<file path="src/rtl/fix_to_float.sv">
// Fixed-point to floating-point converter.
// A sequential converter: it takes the absolute value of the operand,
// normalises it one bit per clock, then packs sign, biased exponent and
// mantissa. Rounding is optional, to nearest with ties going to even.
module fix_to_float #(
    parameter int IW     = 8,
    parameter int FW     = 8,
    parameter int EW     = 5,
    parameter int MW     = 10,
    parameter int SIGNED = 1,
    parameter int ROUND  = 0
) (
    input  logic               clk,
    input  logic               reset,
    input  logic               start,
    input  logic [IW+FW-1:0]   din,
    output logic [EW+MW:0]     dout,
    output logic               busy,
    output logic               done
);

    localparam int W    = IW + FW;
    localparam int BIAS = 2 ** (EW - 1) - 1;
    // Exponent of an operand whose top bit is set, before normalisation.
    localparam logic [EW-1:0] EXP_INIT = EW'(W - 1 - FW + BIAS);

    // Refuse parameter sets that could need subnormal or infinite results,
    // or that leave no room for a guard bit below the mantissa.
    if ((BIAS - FW) < 1 || (W - FW + BIAS) > (2 ** EW - 2) || MW > (W - 2)) begin : g_param_check
        $error("fix_to_float: unsupported parameter combination");
    end

    typedef enum logic [2:0] {IDLE, ABS, NORM, PACK, DONE} state_t;

    state_t          state;
    state_t          next_state;
    logic [W-1:0]    operand;
    logic [W-1:0]    mag;
    logic [EW-1:0]   exp_q;
    logic            sign;
    logic            zero;

    logic [MW-1:0]   mant;
    logic            guard;
    logic [W-1:0]    low_bits;
    logic            sticky;
    logic            round_up;
    logic [MW:0]     mant_rnd;
    logic [EW-1:0]   exp_final;

    // State register; reset always wins over a coincident start.
    always_ff @(posedge clk) begin
        if (reset) state <= IDLE;
        else       state <= next_state;
    end

    // Sequencing: start is honoured only when no conversion is in flight.
    always_comb begin
        next_state = state;
        case (state)
            IDLE:    if (start) next_state = ABS;
            ABS:     next_state = (operand == '0) ? PACK : NORM;
            NORM:    if (mag[W-1]) next_state = PACK;
            PACK:    next_state = DONE;
            DONE:    if (start) next_state = ABS;
            default: next_state = IDLE;
        endcase
    end

    assign busy = (state == ABS) || (state == NORM) || (state == PACK);
    assign done = (state == DONE);

    // Mantissa extraction and rounding from the normalised magnitude;
    // a carry out of the mantissa bumps the exponent and leaves zeros behind.
    always_comb begin
        mant      = mag[W-2 -: MW];
        guard     = mag[W-2-MW];
        low_bits  = mag << (MW + 2);
        sticky    = |low_bits;
        round_up  = (ROUND != 0) && guard && (sticky || mant[0]);
        mant_rnd  = {1'b0, mant} + {{MW{1'b0}}, round_up};
        exp_final = exp_q + {{(EW-1){1'b0}}, mant_rnd[MW]};
    end

    // Datapath: latch operand, take magnitude, normalise, then pack the result.
    always_ff @(posedge clk) begin
        if (reset) begin
            operand <= '0;
            mag     <= '0;
            exp_q   <= '0;
            sign    <= 1'b0;
            zero    <= 1'b0;
            dout    <= '0;
        end else begin
            case (state)
                IDLE, DONE: begin
                    if (start) operand <= din;
                end
                ABS: begin
                    sign  <= (SIGNED != 0) ? operand[W-1] : 1'b0;
                    mag   <= ((SIGNED != 0) && operand[W-1]) ? -operand : operand;
                    exp_q <= EXP_INIT;
                    zero  <= (operand == '0);
                end
                NORM: begin
                    if (!mag[W-1]) begin
                        mag   <= mag << 1;
                        exp_q <= exp_q - 1'b1;
                    end
                end
                PACK: begin
                    dout <= zero ? '0 : {sign, exp_final, mant_rnd[MW-1:0]};
                end
                default: ;
            endcase
        end
    end

endmodule

</file>
<file path="config.mk">
export PLATFORM = sky130hd
export DESIGN_NAME = fix_to_float
export DESIGN_NICKNAME = d
export VERILOG_FILES = /design/src/rtl/fix_to_float.sv
export SDC_FILE = /design/constraint.sdc
export NUM_CORES = 1
export LEC_CHECK = 0
export ABC_CLOCK_PERIOD_IN_PS = 2100
export CAP_MARGIN = 20
export CORE_ASPECT_RATIO = 0.5
export CORE_UTILIZATION = 54
export DETAILED_ROUTE_END_ITERATION = 8
export GPL_TIMING_DRIVEN = 1
export PLACE_DENSITY_LB_ADDON = 0.15
export SYNTH_ARGS = -nofsm -noshare
export SYNTH_HDL_FRONTEND = slang
export SYNTH_SLANG_ARGS = --single-unit
</file>
<file path="constraint.sdc">
create_clock -name clk -period 2.1 [get_ports clk]
set_input_delay 0.42 -clock clk [delete_from_list [all_inputs] [get_ports clk]]
set_output_delay 0.42 -clock clk [all_outputs]
set_load 0.02 [all_outputs]
</file>
Word level (Yosys, flattened, before mapping)
Cells that the tools add are included.
{ "op_classes": {"n_addsub": 2, "n_eq_ne": 7, "n_mux": 10, "n_reduce_logical": 9} }
{ "op_table": {"columns": ["op", "n"], "rows": [
  ["2-to-1 mux 16 bit", 3],
  ["one-hot mux 16 bit (2 select lines)", 1],
  ["logical NOT 16 bit", 1],
  ["negation 16 bit", 1],
  ["one-hot mux 3 bit (4 select lines)", 1],
  ["one-hot mux 5 bit (2 select lines)", 1],
  ["== test 3 x 2 -> 1 bit, second input constant", 2],
  ["2-to-1 mux 3 bit", 2],
  ["AND reduction 2 bit", 3],
  ["2-to-1 mux 5 bit", 1],
  ["subtractor 5 x 1 -> 5 bit, second input constant", 1],
  ["!= test 2 bit, second input constant", 2],
  ["== test 3 x 1 -> 1 bit, second input constant", 1],
  ["== test 3 bit, second input constant", 1],
  ["logical NOT 3 bit", 1],
  ["logical OR 1 bit", 2],
  ["!= test 2 x 1 -> 1 bit, second input constant", 1],
  ["nonzero test 2 bit", 1],
  ["OR reduction 2 bit", 1],
  ["2-to-1 mux 1 bit", 1]
]} }
{ "word_totals": {"regBits": 58, "input_bits": 19, "wordCells": 36} }

Logic depth before layout (Yosys ltp)
{ "depth": {"depth_word": 4, "ltp_mapped": 7} }

Least setup slack after synthesis
No wires, ideal clock.
{ "synth_path": {"kind": "flip-flop to flip-flop", "start": "register operand[0]", "end": "register state[0]", "t_arrival_ns": 1.573, "slack_ns": 0.448, "path_stages_with_launch": 8, "n_path_buf": 1, "period_less_slack_ns": 1.652, "cell_sequence": "dfxtp_1 > inv_1 > ha_1 > or3b_1 > buf_2 > nor4_4 > nand3_1 > a211oi_2"} }
{ "synth_via": {"elab_chain_len": 3} }
{ "synth_lines": {"columns": ["element", "line", "rtl"], "rows": [
  ["start, declared", "37", "logic [W-1:0] operand;"],
  ["start signal, assigned", "97", "if (start) operand <= din;"],
  ["logical NOT 16 bit", "62", "ABS: next_state = (operand == '0) ? PACK : NORM;"],
  ["2-to-1 mux 1 bit", "62", null],
  ["one-hot mux 3 bit (4 select lines)", "60", "case (state)"],
  ["end signal, assigned", "54", "else state <= next_state;"],
  ["end, declared", "35", "state_t state;"]
]} }
No other way between the ends.
A chain may end at the register's enable or synchronous reset.

Worst setup path in the final report
{ "layout_path": {"start": "register state[0]", "end": "output port busy"} }
{ "layout_via": {"elab_chain_len": 3} }
{ "layout_lines": {"columns": ["element", "line", "rtl"], "rows": [
  ["== test 3 x 1 -> 1 bit / == test 3 x 2 -> 1 bit (equally long branches)", "70", "assign busy = (state == ABS) || (state == NORM) || (state == PACK);"],
  ["logical OR 1 bit", "70", null],
  ["logical OR 1 bit *", "70", null],
  ["end, declared", "18", "output logic busy,"]
]} }
Mark *: on every way between the ends. The rest lies on a longest branch, timed or not.

==> flow_summary.ini <==
[timing]
drv_slew = 0
worstMarginPinSlew_ns = 0.788
finalHoldViolations = 0
rsz0062_at_grt = no
slew_headroom = 0.475
period_minus_slack_ns = 2.02
max_freq_mhz = 494
skew_ns = 0.00537
finalCritPeriodShare = 0.963
tns_ns = 0
setup_viol_count_final = 0
setup_slack_ns = 0.0774
fin_worst_hold_slack_ns = 0.463

[die]
coreArea_um2 = 4640
die_y_um = 52.4
initial_core_util = 0.592
die_w_um = 103
num_rows = 17
ios = 37
die_area_um2 = 5390

[setup_path]
arrival_ns = 1.60
crit_chain = nor2_2 > nor2_1 > clkdlybuf4s50_1
crit_path_max_fanout = 9
startpoint_type = flop
end_kind = primary output
cpMaxStageDelayCell = clkdlybuf4s50_1
critPathMaxStageDelay_ns = 0.63
crit_type = flop to primary output
critPathRequiredTime_ns = 1.68

[clock_tree]
root_buffer = clkbuf_8
cts_sinks = 58
clk_latency_ns = 0.34
cts_tree = yes
htree_levels = 3
cts_buffers = 9
clkTransAtPathRegs_ns = 0.06
cts.path.max_buffers = 2

[route]
route.detailed.drc = 0
wire_per_inst_um = 15.3
vias = 2454
drt_wl_total_um = 6420
vias_per_cell = 5.84
drt_pre_antenna_iters = 6
drtAntennaViolNets = 0
drt_iter0_drc = 256

[synthesis]
yosysWarnings = 0
synth_cell_type_count = 50
syn-num-nets = 344
synth.avg_cell_area_um2 = 8.49
ys.flop_type = dfxtp_1
synth-seq-cells = 58
synth_enable_flop_cells = 0
synthCells = 323
synthArstFlopShare = 0
syn_area_um2 = 2740
synth_seq_area_share = 0.423

[status]
status = complete, no violations

[pwr]
p_leak_nw = 1.17
peakVddDrop_mv = 0.713
power.density_nw_per_um2 = 1230
p_total_mw = 4.08

[placement]
io_buffers = 36
place_area_um2 = 3100
place_inst = 405
gp_congestion = 0.930
dp_worst_setup_slack_ns = 0.183
hpwl_um = 4500

[final_layout]
fin_area_um2 = 3310
drive_above_1_share = 0.119
diodes = 0
fin_cells = 420
fillers = 385
post-route-util = 0.715
final_common_cell = dfxtp_1
layout.nets = 371
synthToLayoutAreaGrowth_pct = 20.7
final_cell_mix = dfxtp_1, a21oi_1, nand2_1, nor2_1, clkdlybuf4s50_1

[global_routing]
grt_overflow_total = 0
grt_pass1_vias = 2163
antenna_found_initial = 0
grt_max_degree = 46
grt_pass1_wl_um = 10400
grt.total_usage = 0.266

[min_path]
min-delay-path-class = flop to flop

[flow_run]
drv_cap = 0
==> kinds of logic (layout without fill, tap and decap cells) <==
kind of cell | Yosys count | count (layout) | synth area share
AOI/OAI and AO/OA | 83 | 83 | 0.195
xor gates and xnor gates | 8 | 8 | 0.0255
adders and majority gates | 2 | 2 | 0.00912
buffers and inverters | 34 | 65 | 0.0588
DFF | 58 | 58 | 0.423
muxes | 5 | 5 | 0.0182
and+or+nand+nor | 133 | 133 | 0.270
==> state kept, by name (all words and copies together) (netlist names) <==
register,cells
operand,16
exp_q,5
zero,1
mag,16
sign,1
dout,16
state,3
==> cells in the mapped netlist (5+ instances only) <==
cell	instances	area share
nand2_1	39	0.053
inv_1	6	0.0082
dfxtp_1	58	0.42
buf_2	6	0.011
clkbuf_1	18	0.025
a22oi_1	9	0.025
nor3_1	6	0.011
mux2i_1	5	0.018
a21oi_1	41	0.075
o21ai_0	6	0.011
nor3b_1	16	0.044
nor2_1	35	0.048
==> worst max-delay path, delay by kind of cell (launching register included) <==
| family | cells | cell delay [ns] |
|---|---|---|
| buffers and inverters | 1 | 0.63 |
| DFF | 1 | 0.43 |
| and+or+nand+nor | 2 | 0.20 |
==> area by class of cell <==
cell class,count,area (um^2),area share
clock buffer,11,151,0.0457
clock inverter,4,51.3,0.0155
inverter,6,22.5,0.00680
sequential,58,1160,0.351
tap,66,82.6,0.0249
timing repair buffer,44,418,0.126
multi-input combinational,231,1420,0.430
==> worst paths after layout <==
check | from | end | slack [ns] | cells after the start
max reg2reg | operand[0]$_SDFFE_PP0P_ | state[0]$_SDFFE_PP0P_ | 0.20 | 6
min | sign$_SDFFE_PP0P_ | sign$_SDFFE_PP0P_ | 0.46 | 2
min reg2reg | sign$_SDFFE_PP0P_ | sign$_SDFFE_PP0P_ | 0.46 | 2
max | state[0]$_SDFFE_PP0P_ | busy | 0.08 | 3
==> per-layer routing <==
layer  up-vias  track usage  part of all wire
li1       1196            -                 -
met1      1127        0.372              0.49
met2       109        0.386              0.41
met3        22       0.0733             0.084
met4         0        0.108             0.021
met5         -            0                 0
==> report_power, final <==
group	switching, mW	leakage (nW)	internal [mW]
clock	0.443	0.101	0.605
combinational	0.880	0.595	0.590
sequential	0.257	0.473	1.31
==> what timing repair did <==
| action | 4_1_cts | 5_1_grt |
|---|---|---|
| gates resized for setup | 2 | 2 |
| hold buffers | 0 | 0 |
| setup endpoints to repair | 2 | 2 |
| buffers inserted | 0 | 0 |
(Power assumes the default switching activity.)
